File: src/rtl/rggen_irq_coalescer_pkg.sv
// Shared state encoding and build options for the interrupt coalescer.
// The holdoff path is built only when RGGEN_IRQ_COALESCER_HOLDOFF_EN is defined.
package rggen_irq_coalescer_pkg;

  localparam int STATE_W = 2;

  typedef enum logic [STATE_W-1:0] {
    ST_IDLE    = 2'd0,
    ST_COLLECT = 2'd1,
    ST_ASSERT  = 2'd2,
    ST_HOLDOFF = 2'd3
  } state_e;

`ifdef RGGEN_IRQ_COALESCER_HOLDOFF_EN
  localparam bit HOLDOFF_EN = 1'b1;
`else
  localparam bit HOLDOFF_EN = 1'b0;
`endif

  // Observable snapshot of the FSM, for debug and checker binding.
  typedef struct packed {
    state_e state;
    logic   irq;
  } coalescer_dbg_t;

endpackage

File: src/rtl/rggen_popcount_sat.sv
// Combinational population count of a vector, saturated to OUT_WIDTH bits.
module rggen_popcount_sat #(
  parameter int WIDTH     = 8,
  parameter int OUT_WIDTH = 4
) (
  input  logic [WIDTH-1:0]     i_vec,
  output logic [OUT_WIDTH-1:0] o_count
);

  localparam int CW = $clog2(WIDTH + 1);
  localparam int MW = (CW > OUT_WIDTH) ? CW : OUT_WIDTH;

  logic [CW-1:0] w_sum;
  logic [MW-1:0] w_wide;
  logic [MW-1:0] w_max;

  always_comb begin
    w_sum = '0;
    for (int i = 0; i < WIDTH; i++) begin
      w_sum = w_sum + CW'(i_vec[i]);
    end
  end

  assign w_wide  = MW'(w_sum);
  assign w_max   = MW'({OUT_WIDTH{1'b1}});
  assign o_count = (w_wide > w_max) ? {OUT_WIDTH{1'b1}} : w_wide[OUT_WIDTH-1:0];

endmodule

File: src/rtl/rggen_irq_coalescer.sv
// Interrupt coalescer: counts fresh status-bit rises, fires on threshold or timeout.
// Optional minimum irq-low gap built with RGGEN_IRQ_COALESCER_HOLDOFF_EN.
module rggen_irq_coalescer
  import rggen_irq_coalescer_pkg::*;
#(
  parameter int WIDTH       = 8,
  parameter int COUNT_WIDTH = 4,
  parameter int TIMER_WIDTH = 8
) (
  input  logic                   i_clk,
  input  logic                   i_rst,
  input  logic                   i_enable,
  input  logic [WIDTH-1:0]       i_status,
  input  logic [COUNT_WIDTH-1:0] i_threshold,
  input  logic [TIMER_WIDTH-1:0] i_timeout,
`ifdef RGGEN_IRQ_COALESCER_HOLDOFF_EN
  input  logic [TIMER_WIDTH-1:0] i_holdoff,
`endif
  output logic                   o_irq,
  output logic [COUNT_WIDTH-1:0] o_event_count,
  output logic                   o_busy
);

  state_e                 r_state;
  logic [WIDTH-1:0]       r_status_d;
  logic [COUNT_WIDTH-1:0] r_count;
  logic [TIMER_WIDTH-1:0] r_timer;
  logic                   r_irq;

  logic [WIDTH-1:0]       w_rise;
  logic [COUNT_WIDTH-1:0] w_n;
  logic [COUNT_WIDTH:0]   w_sum;
  logic [COUNT_WIDTH-1:0] w_next_count;
  logic [COUNT_WIDTH-1:0] w_thr_eff;
  logic [TIMER_WIDTH:0]   w_timer_inc;
  logic [TIMER_WIDTH-1:0] w_timer_sat;
  logic                   w_status_nz;
  logic                   w_thr_hit;
  logic                   w_timeout_hit;
  coalescer_dbg_t         w_dbg;

  // Only fresh edges count; bits already high were seen by r_status_d.
  assign w_rise = i_status & ~r_status_d;

  rggen_popcount_sat #(
    .WIDTH     (WIDTH),
    .OUT_WIDTH (COUNT_WIDTH)
  ) u_popcount (
    .i_vec   (w_rise),
    .o_count (w_n)
  );

  assign w_sum        = {1'b0, r_count} + {1'b0, w_n};
  assign w_next_count = w_sum[COUNT_WIDTH] ? {COUNT_WIDTH{1'b1}} : w_sum[COUNT_WIDTH-1:0];
  assign w_thr_eff    = (i_threshold == '0) ? COUNT_WIDTH'(1) : i_threshold;
  assign w_thr_hit    = (w_next_count >= w_thr_eff);
  assign w_status_nz  = (i_status != '0);

  // Compared one bit wider so timer+1 is exact even at the saturated maximum.
  assign w_timer_inc   = {1'b0, r_timer} + (TIMER_WIDTH+1)'(1);
  assign w_timer_sat   = w_timer_inc[TIMER_WIDTH] ? {TIMER_WIDTH{1'b1}} : w_timer_inc[TIMER_WIDTH-1:0];
  assign w_timeout_hit = (i_timeout != '0) && (w_timer_inc >= {1'b0, i_timeout});

`ifdef RGGEN_IRQ_COALESCER_HOLDOFF_EN
  logic w_holdoff_done;
  assign w_holdoff_done = (w_timer_inc >= {1'b0, i_holdoff});
`endif

  always_ff @(posedge i_clk) begin
    if (i_rst) begin
      r_state    <= ST_IDLE;
      r_status_d <= '0;
      r_count    <= '0;
      r_timer    <= '0;
      r_irq      <= 1'b0;
    end else begin
      r_status_d <= i_status;
      if (!i_enable) begin
        r_state <= ST_IDLE;
        r_count <= '0;
        r_timer <= '0;
        r_irq   <= 1'b0;
      end else begin
        case (r_state)
          ST_IDLE: begin
            if (w_status_nz) begin
              r_count <= w_next_count;
              r_timer <= '0;
              if (w_thr_hit) begin
                r_state <= ST_ASSERT;
                r_irq   <= 1'b1;
              end else begin
                r_state <= ST_COLLECT;
              end
            end
          end
          ST_COLLECT: begin
            if (!w_status_nz) begin
              r_state <= ST_IDLE;
              r_count <= '0;
              r_timer <= '0;
            end else begin
              r_count <= w_next_count;
              r_timer <= w_timer_sat;
              if (w_thr_hit || w_timeout_hit) begin
                r_state <= ST_ASSERT;
                r_irq   <= 1'b1;
              end
            end
          end
          ST_ASSERT: begin
            // Rises are ignored here; software clearing everything ends the episode.
            if (!w_status_nz) begin
              r_count <= '0;
              r_irq   <= 1'b0;
`ifdef RGGEN_IRQ_COALESCER_HOLDOFF_EN
              r_state <= ST_HOLDOFF;
              r_timer <= '0;
`else
              r_state <= ST_IDLE;
`endif
            end
          end
`ifdef RGGEN_IRQ_COALESCER_HOLDOFF_EN
          ST_HOLDOFF: begin
            r_count <= w_next_count;
            r_timer <= w_timer_sat;
            if (w_holdoff_done) begin
              r_timer <= '0;
              if (w_status_nz) begin
                r_state <= ST_COLLECT;
              end else begin
                r_state <= ST_IDLE;
                r_count <= '0;
              end
            end
          end
`endif
          default: begin
            r_state <= ST_IDLE;
            r_count <= '0;
            r_timer <= '0;
            r_irq   <= 1'b0;
          end
        endcase
      end
    end
  end

  assign w_dbg.state = r_state;
  assign w_dbg.irq   = r_irq;

  assign o_irq         = w_dbg.irq;
  assign o_busy        = (w_dbg.state != ST_IDLE);
  assign o_event_count = r_count;

endmodule

File: config.mk
export PLATFORM = sky130hd
export DESIGN_NAME = rggen_irq_coalescer
export DESIGN_NICKNAME = d
export VERILOG_FILES = /design/src/rtl/rggen_irq_coalescer_pkg.sv /design/src/rtl/rggen_popcount_sat.sv /design/src/rtl/rggen_irq_coalescer.sv
export SDC_FILE = /design/constraint.sdc
export NUM_CORES = 1
export LEC_CHECK = 0
export CORE_ASPECT_RATIO = 1.1
export CORE_MARGIN = 2
export CORE_UTILIZATION = 30
export DETAILED_ROUTE_END_ITERATION = 8
export GPL_TIMING_DRIVEN = 0
export PLACE_DENSITY = 0.5
export SLEW_MARGIN = 30
export SYNTH_ARGS = -nofsm -noshare
export SYNTH_HDL_FRONTEND = slang
export SYNTH_SLANG_ARGS = --single-unit
File: constraint.sdc
create_clock -name i_clk -period 6.1 [get_ports i_clk]
set_input_delay 0.915 -clock i_clk [delete_from_list [all_inputs] [get_ports i_clk]]
set_output_delay 0.915 -clock i_clk [all_outputs]
set_load 0.03 [all_outputs]
# Word level (Yosys, flattened, before mapping)
# Cells that the tools add are included.
# word_totals
word_cells	64
regBits	23
out_inout_bits	6
# op_classes
n_mux	23
order_cmp	3
bitwise	4
n_eq_ne	8
n_reduce_logical	12
n_addsub	9
# op_table
cell	count
adder 4 x 1 -> 4 bit	6
two-way mux 4 bit	6
two-way mux 8 bit	3
one-hot mux 8 bit (3 select lines)	1
nonzero test 8 bit	2
one-hot mux 4 bit (3 select lines)	1
two-way mux 2 bit	5
!= test 2 bit (second input constant)	5
adder 8 x 1 -> 9 bit (second input constant)	1
greater-or-equal comparator 9 x 8 -> 1 bit	1
AND 8 bit	1
inverter 8 bit	1
one-hot mux 2 bit (3 select lines)	1
adder 4 x 4 -> 5 bit	1
two-way mux 1 bit	5
AND reduction 5 bit	1
greater-or-equal comparator 4 bit	1
> comparator 4 bit (second input constant)	1
zero test 4 bit	1
AND reduction 2 bit	2
!= test 3 bit (second input constant)	1
one-hot mux 1 bit (3 select lines)	1
AND reduction 3 bit	1
adder 1 x 1 -> 2 bit	1
other kinds (8)	9

# Depth between registers and ports, before layout
# Gate-level depths: netlist (run 1).
# logic_depth
word_depth	18
depth_mapped	19
ltp_nobuf	19

# By module
# From an unflattened synthesis (run 1), not the netlist that was laid out.
# unflattened
hier_cells	206
hier_area_um2	1767.9
# modules_own_cells
mod	cells_each	instances	area_per_inst_um2	seq_area_each_um2
rggen_irq_coalescer	185	1	1589.0	460.4
rggen_popcount_sat	21	1	178.9	0.0

# Worst setup path after synthesis (run 1)
# No wires, ideal clock.
# synth_path
path_kind	input to register
startpoint	input i_status[0]
endpoint	register r_irq, in the netlist o_irq
path_slack_ns	0.939
n_path_buf	0
setup_ns	0.132
t_arrival_ns	5.029
stages	19
path_cell_list	nor2b_1 -> ha_1 -> inv_1 -> fa_1 -> fa_1 -> inv_1 -> fa_1 -> inv_1 -> fa_1 -> inv_1 -> fa_1 -> a21o_1 -> a211oi_1 -> ha_1 -> nand2b_1 -> a211oi_1 -> o21bai_1 -> nor4_1 -> a221oi_1
# synth_via
elab_chain_len	16
word_cells_on_any_way	21
cone_classes	8 x add/sub; 2 x order compare; 5 x eq/ne; 2 x mux; 1 x bitwise; 3 x reduce/logical
# synth_rtl
item	line_no	source
from (decl)	rggen_irq_coalescer.sv:13	input logic [WIDTH-1:0] i_status,
AND 8 bit	rggen_irq_coalescer.sv:43	assign w_rise = i_status & ~r_status_d;
adder 1 x 1 -> 2 bit	rggen_popcount_sat.sv:20	w_sum = w_sum + CW'(i_vec[i]);
adder 4 x 1 -> 4 bit (6 in a row)	rggen_popcount_sat.sv:20	
> comparator 4 bit	rggen_popcount_sat.sv:26	assign o_count = (w_wide > w_max) ? {OUT_WIDTH{1'b1}} : w_wide[OUT_WIDTH-1:0];
two-way mux 4 bit	rggen_popcount_sat.sv:26	
adder 4 x 4 -> 5 bit	rggen_irq_coalescer.sv:53	assign w_sum = {1'b0, r_count} + {1'b0, w_n};
two-way mux 4 bit	rggen_irq_coalescer.sv:54	assign w_next_count = w_sum[COUNT_WIDTH] ? {COUNT_WIDTH{1'b1}} : w_sum[COUNT_WIDTH-1:0];
greater-or-equal comparator 4 bit	rggen_irq_coalescer.sv:56	assign w_thr_hit = (w_next_count >= w_thr_eff);
logical OR 1 bit	rggen_irq_coalescer.sv:105	if (w_thr_hit || w_timeout_hit) begin
!= test 2 bit (no source line)	n/a	
AND reduction 5 bit (no source line) (*)	n/a	
to (signal assigned)	rggen_irq_coalescer.sv:75	r_irq <= 1'b0;
to (signal assigned)	rggen_irq_coalescer.sv:107	r_irq <= 1'b1;
to (signal assigned)	rggen_irq_coalescer.sv:115	r_irq <= 1'b0;
to (decl)	rggen_irq_coalescer.sv:28	logic r_irq;
# Every way passes the cells marked *; elsewhere a longest branch is shown, timed or not.
# A chain may end at the register's enable or synchronous reset.

# Worst setup path after layout (run 1)
# Ends and elaborated chain as after synthesis.

==> summary.md, run 1 <==
| Metric | Value |
|---|---|
| Detailed Route Iter0 Violations | `42` |
| HP Start | `r_timer[4]` |
| Vias in the first global route | `1330` |
| Yosys top cell by area | `dfxtp_1` |
| Drt pass-1 iters | `4` |
| Post-synth cell types | `40` |
| R2r worst-path depth | `19` |
| Setup Skew | `0.00836 ns` |
| Initial Util | `31.1%` |
| Reg power frac | `32.0%` |
| Post-synth ARST share | `0%` |
| CP Capture Type | `flop` |
| Top-area cell type share of the netlist area | `27.4%` |
| Clock buffer depth | `2` |
| Core region area | `5400 um^2` |
| Worst relative slew slack | `61.6%` |
| Worst r2r src | `r_status_d[0]` |
| CTS Sinks | `23` |
| CTS Buf Count | `3` |
| Leakage power | `0.886 nW` |
| Largest net degree at the start of global routing | `14` |
| Final Max Slew Viols | `0` |
| Worst skew pair latency | `0.26 ns` |
| Fin Setup TNS | `0 ns` |
| FF+latch count, synth | `23` |
| Layout cell share with drive strength beyond 1 | `4.74%` |
| Io pins | `29` |
| Synth Warn # | `0` |
| Initial antenna violation count | `0` |
| Net Sw Frac | `39.3%` |
| Final Routed Wirelength | `3580 um` |
| Synthesized instance count | `200` |
| Number of core rows | `28` |
| DP Wirelength | `2930 um` |
| Worst hold path endpoint | `r_timer[4]` |
| Post-route ant nets | `0` |
| # setup viols final | `0` |
| Pwr Density | `263 nW/um^2` |
| Register area | `460 um^2` |
| First-pass GRT wire length | `5940 um` |
| Port-buffer cells | `28` |
| Main synth FF type | `dfxtp_1` |
| ANT cells | `0` |
| Combinational share of power | `51.0%` |
| WP data required | `6.25 ns` |
| Worst-margin pin slew | `0.571 ns` |
| Total Power | `553 uW` |
| Switch Pwr | `218 uW` |
| Clock-pin slew of the registers on the worst-case setup and hold paths | `0.09 ns` |
| CP max FO | `4` |
| Chip Width | `75.3 um` |
| Top post-synthesis cells by area | `dfxtp_1 (27%), ha_1 (15%), nor2b_1 (6.7%)` |
| Flop-to-flop setup slack | `1.28 ns` |
| Vias per std cell | `4.70` |
| Number of H-tree levels | `1` |
| Multi-input gate area | `1140 um^2` |
| Final cell count without fillers | `307` |
| # placed instances | `303` |
| Status | `complete, no violations` |
| Chip height | `82.5 um` |
| Grt ovf | `0` |
| Worst vdd ir | `0.0000783 V` |
| Routed len/inst | `11.7 um` |
| Root Buffer | `clkbuf_8` |
| Clk pwr share | `17.0%` |
| Synthesized area | `1680 um^2` |
| Top-count cell post-synth | `dfxtp_1` |
| Tmin final | `5.73 ns` |
| EDFF count, synth | `0` |
| Unrepaired setup endpoints after global routing | `no` |
| Post-Syn Area per Cell | `8.40 um^2` |
| Worst Path Arrival | `5.87 ns` |
| Hold crit path type | `reg -> reg` |
| # fillers | `595` |
| Internal | `336 uW` |
| Die area | `6210 um^2` |
| Tot GR Track Use | `12.4%` |
| # DRC | `0` |
| Layout area overhead | `25.0%` |
| Critical path class | `in -> reg` |
| Max Fclk | `0.175 GHz` |
| Hold depth | `2` |
| Startpoint types | `primary input` |
| Post-Syn Nets | `248` |
| Total number of vias | `1442` |
| CTS tree | `yes` |
| Reg2reg end | `o_irq` |
| Fin nets | `281` |
| Seq/Total Area, Yosys | `27.4%` |
| Post-synth top cells | `dfxtp_1 (23), ha_1 (20), inv_1 (18), nor2b_1 (18), o21ai_0 (14)` |
| Number of max-cap violations | `0` |
| Final worst-path cycle share | `93.9%` |
| Final hold vios | `0` |
| Gp weighted congestion | `0.789` |
## flip-flops by register name, summed over array words and instances, names as in the netlist
| name | count |
|---|---|
| r_status_d | 8 |
| r_state | 2 |
| o_irq | 1 |
| o_event_count | 4 |
| r_timer | 8 |
## cell type report
class                   instances  share of cell area [%]
clock buffers                   3                    1.97
well taps                      75                    4.47
multi-input cells             155                    54.1
inverters                      19                    3.40
flip-flops and latches         23                    21.9
clock inverters                 1                   0.238
repair buffers                 28                    13.3
plain buffers                   3                   0.536
## worst max-delay path, cell delays in order
cell and delay, ns:
clkdlybuf4s50_1 0.45, nor2b_1 0.16, ha_1 0.27, inv_1 0.05, fa_1 0.51, fa_1 0.49, inv_1 0.09, fa_1 0.19
inv_1 0.06, fa_1 0.47, inv_1 0.07, fa_1 0.44, a21o_1 0.19, a211oi_1 0.37, ha_1 0.29, nand2b_1 0.13
a211oi_1 0.26, o21bai_1 0.15, nor4_1 0.19, a221oi_1 0.12
## cells by family after synthesis
group | share of synthesized area, %
AND/OR/NAND/NOR | 22.7
AO/OA/AOI/OAI | 20.5
flip-flops | 27.4
adder cells (fa/ha/maj) | 20.9
buffers and inverters | 4.92
XOR/XNOR | 3.65
## power groups by stage
stage	Sequential [mW]	Clock, mW	Combinational, mW
after detailed placement	0.181	0	0.286
after floorplan	0.194	0	0.186
final	0.177	0.0940	0.282
after CTS	0.177	0.0990	0.287
after global routing	0.179	0.105	0.325
after global placement	0.181	0	0.285
## per-stage QoR
step	setup slack (ns)	util (%)	hold slack (ns)	area, um^2
2_1_floorplan	0.939	-	0.466	1680
3_5_place_dp	0.0456	38.1	0.495	2050
5_1_grt	0.00905	38.9	0.529	2100
4_1_cts	0.323	38.9	0.508	2100
6_report	0.375	38.9	0.504	2100
3_3_place_gp	0.0720	38.1	0.486	2050
## worst max path at each step
stage	depth (start not counted)	endpoint	slack, ns	start
2_1_floorplan	19	o_irq	0.94	i_status[0]
3_3_place_gp	20	o_irq	0.07	i_status[0]
3_5_place_dp	20	o_irq	0.05	i_status[0]
4_1_cts	20	o_irq	0.32	i_status[0]
5_1_grt	20	o_irq	0.009	i_status[0]
6_report	20	o_irq	0.37	i_status[0]
## per-layer routing
layer | vias up | track usage [%] | wire length [um]
met5 | - | 0 | 0
met4 | 0 | 3.68 | 36
met3 | 2 | 1.82 | 124
met2 | 26 | 18.0 | 1510
met1 | 636 | 18.8 | 1910
li1 | 778 | - | -
## what timing repair did
action / in CTS / in global routing
gates resized for setup: 0 / 1
hold endpoints to repair: 0 / 0
buffers inserted: 0 / 0
setup endpoints to repair: 0 / 1
hold buffers: 0 / 0
## cells in the final DEF, fill, tap and decap left out, types with 2 or more instances in the layout
cell type        netlist  layout
o21ai_0               14      13
nor3_1                 2       2
ha_1                  20      20
o21ai_1                3       4
nand2_1               12      12
nor2_1                12      12
nor4_1                 5       5
a211o_1                2       2
a21o_1                 2       2
a211oi_1               3       3
xnor2_1                6       6
dfxtp_1               23      23
nor2b_1               18      18
inv_1                 18      18
o21bai_1               2       2
clkbuf_1               3       3
nand3_1                6       6
clkdlybuf4s50_1        0      28
a21oi_1               12      12
fa_1                   5       5
nand2b_1               6       6
a32o_1                 2       2
a22oi_1                4       4
and3_1                 2       2
a21oi_2                2       2
clkbuf_8               0       3
Power figures use the tool's default switching activity.
==> run 2, diff against run 1 <==
- CORE_MARGIN: 2 -> unset
==> run 2 against run 1 <==
Net effect: non-clock buffer count unchanged; die area decreased by 5.0%; combinational power about the same; worst hold slack got worse by 0.0027 ns; critical path type unchanged; sequential share of layout area barely moved.
==> summary.md, run 2 (synthesis gave the netlist of run 1 again) <==
| Metric | Value |
|---|---|
| Worst skew pair latency | `0.26 ns (about the same)` |
| Critical path class | `in -> reg (unchanged)` |
| Reg2reg end | `o_irq (unchanged)` |
| Placed Area | `2050 um^2 (unchanged)` |
| CTS Sinks | `23 (unchanged)` |
| CP max FO | `4 (unchanged)` |
| Unrepaired setup endpoints after global routing | `no (unchanged)` |
| Core region area | `5400 um^2 (unchanged)` |
| Setup Skew | `0.00179 ns (was 0.00836 ns)` |
| Total Power | `556 uW (was 553 uW)` |
| Top cell by count, worst path | `fa_1 (unchanged)` |
| CP max-delay cell | `fa_1 (unchanged)` |
| Root Buffer | `clkbuf_8 (unchanged)` |
| Finished Core Util | `38.9% (about the same)` |
| R2r worst-path depth | `19 (unchanged)` |
| HP Start | `o_irq (was r_timer[4])` |
| Chip Width | `73.3 um (was 75.3 um)` |
| Number of H-tree levels | `1 (unchanged)` |
| Hold crit path type | `reg -> reg (unchanged)` |
| Vias per std cell | `4.72 (was 4.70)` |
| WP data required | `6.24 ns (was 6.25 ns)` |
| Hold Buf Count CTS | `0 (unchanged)` |
| Fin area | `2100 um^2 (about the same)` |
| # DRC | `0 (unchanged)` |
| DP Wirelength | `2930 um (about the same)` |
| Tmin final | `5.69 ns (was 5.73 ns)` |
| Hold depth | `2 (unchanged)` |
| Max Fclk | `0.176 GHz (was 0.175 GHz)` |
| Worst r2r src | `r_status_d[1] (was r_status_d[0])` |
| Initial Util | `31.1% (unchanged)` |
| Final Routed Wirelength | `3560 um (was 3580 um)` |
| Number of max-cap violations | `0 (unchanged)` |
| # placed instances | `303 (unchanged)` |
| Drt pass-1 iters | `4 (unchanged)` |
| Max stage delay on crit path | `0.51 ns (about the same)` |
| Final hold vios | `0 (unchanged)` |
| Post-CTS Setup Repair Bufs | `0 (unchanged)` |
| Flop-to-flop setup slack | `1.32 ns (was 1.28 ns)` |
| Gp weighted congestion | `0.803 (was 0.789)` |
| Leakage power | `0.883 nW (was 0.886 nW)` |
| CTS-repair resized insts | `0 (unchanged)` |
| Routed len/inst | `11.6 um (was 11.7 um)` |
| Worst relative slew slack | `58.8% (was 61.6%)` |
| Total number of vias | `1450 (was 1442)` |
| Tot GR Track Use | `12.9% (was 12.4%)` |
| Fin nets | `281 (unchanged)` |
| Clock-pin slew of the registers on the worst-case setup and hold paths | `0.08 ns (was 0.09 ns)` |
| Worst Path Arrival | `5.83 ns (was 5.87 ns)` |
| CP Capture Type | `flop (unchanged)` |
| Number of core rows | `28 (unchanged)` |
| Detailed Route Iter0 Violations | `39 (was 42)` |
| Final worst-path cycle share | `93.3% (was 93.9%)` |
| CTS tree | `yes (unchanged)` |
| Die area | `5900 um^2 (was 6210 um^2)` |
| Post-route ant nets | `0 (unchanged)` |
| CP Cell Sequence | `clkdlybuf4s50_1 -> nor2b_1 -> ha_1 -> inv_1 -> fa_1 -> fa_1 -> inv_1 -> fa_1 -> inv_1 -> fa_1 -> inv_1 -> fa_1 -> a21o_1 -> a211oi_1 -> ha_1 -> nand2b_1 -> a211oi_1 -> o21bai_1 -> nor4_1 -> a221oi_1 (unchanged)` |
| Port-buffer cells | `28 (unchanged)` |
| ANT cells | `0 (unchanged)` |
| Final cell count without fillers | `307 (unchanged)` |
| Worst hold path endpoint | `o_irq (was r_timer[4])` |
| Startpoint types | `primary input (unchanged)` |
| Final Max Slew Viols | `0 (unchanged)` |
| Grt ovf | `0 (unchanged)` |
| Initial antenna violation count | `0 (unchanged)` |
| Vias in the first global route | `1320 (was 1330)` |
| Leading cell types in the layout, fill and taps excluded | `clkdlybuf4s50_1 (28), dfxtp_1 (23), ha_1 (20), inv_1 (18), nor2b_1 (18) (unchanged)` |
| Largest net degree at the start of global routing | `13 (was 14)` |
| CTS Buf Count | `3 (unchanged)` |
| Hold Slack | `0.502 ns (was 0.504 ns)` |
| Clock buffer depth | `2 (unchanged)` |
| Layout cell share with drive strength beyond 1 | `4.31% (was 4.74%)` |
| Status | `complete, no violations (unchanged)` |
| Chip height | `80.5 um (was 82.5 um)` |
| Worst-margin pin slew | `0.612 ns (was 0.571 ns)` |
| # setup viols final | `0 (unchanged)` |
| Setup WS pre-CTS | `0.0826 ns (was 0.0456 ns)` |
| Worst setup margin | `0.411 ns (was 0.375 ns)` |
| Fin Setup TNS | `0 ns (unchanged)` |
| Worst vdd ir | `0.0000966 V (was 0.0000783 V)` |
| Layout area overhead | `25.0% (about the same)` |
| Commonest non-fill, non-tap cell in the layout | `clkdlybuf4s50_1 (unchanged)` |
| Pwr Density | `265 nW/um^2 (was 263 nW/um^2)` |
| Io pins | `29 (unchanged)` |
| First-pass GRT wire length | `5980 um (was 5940 um)` |
| # fillers | `584 (was 595)` |
==> run 2: power breakdown <==
| group | total (mW) | internal [mW] | switching [mW] |
|---|---|---|---|
| registers | 0.177 | 0.166 | 0.0108 |
| logic | 0.284 | 0.124 | 0.159 |
| clock network | 0.0960 | 0.0466 | 0.0494 |
| total | 0.556 | 0.337 | 0.219 |
==> run 2: how the worst max path moves through the flow <==
stage                start    end  slack, ns  cells past startpoint
2_1_floorplan  i_status[0]  o_irq       0.94                     19
3_3_place_gp   i_status[1]  o_irq       0.09                     20
3_5_place_dp   i_status[1]  o_irq       0.08                     20
4_1_cts        i_status[1]  o_irq       0.34                     20
5_1_grt        i_status[1]  o_irq       0.11                     20
6_report       i_status[1]  o_irq       0.41                     20
==> run 2: worst max-delay path: cells and delay by family <==
kind / cells / cell delay, ns
simple gates: 3 / 0.49
fa+ha+maj: 7 / 2.65
compound gates: 5 / 1.06
buf+inv: 5 / 0.72
==> run 2: layout make-up <==
type	count	area, um^2	share of cell area [%]
Inverter	19	71.3	3.40
Buffer	3	11.3	0.537
Sequential cell	23	460	21.9
Timing Repair Buffer	28	280	13.4
Multi-Input combinational cell	155	1140	54.1
Clock buffer	4	45.0	2.15
Tap cell	75	93.8	4.47
==> run 2: routing by layer <==
layer | track usage, % | vias to the layer above | part of all wire (%)
met5 | 0 | - | 0
met4 | 3.46 | 0 | 1.1
met3 | 1.88 | 4 | 2.3
met2 | 19.4 | 27 | 41
met1 | 19.0 | 642 | 55
li1 | - | 777 | -
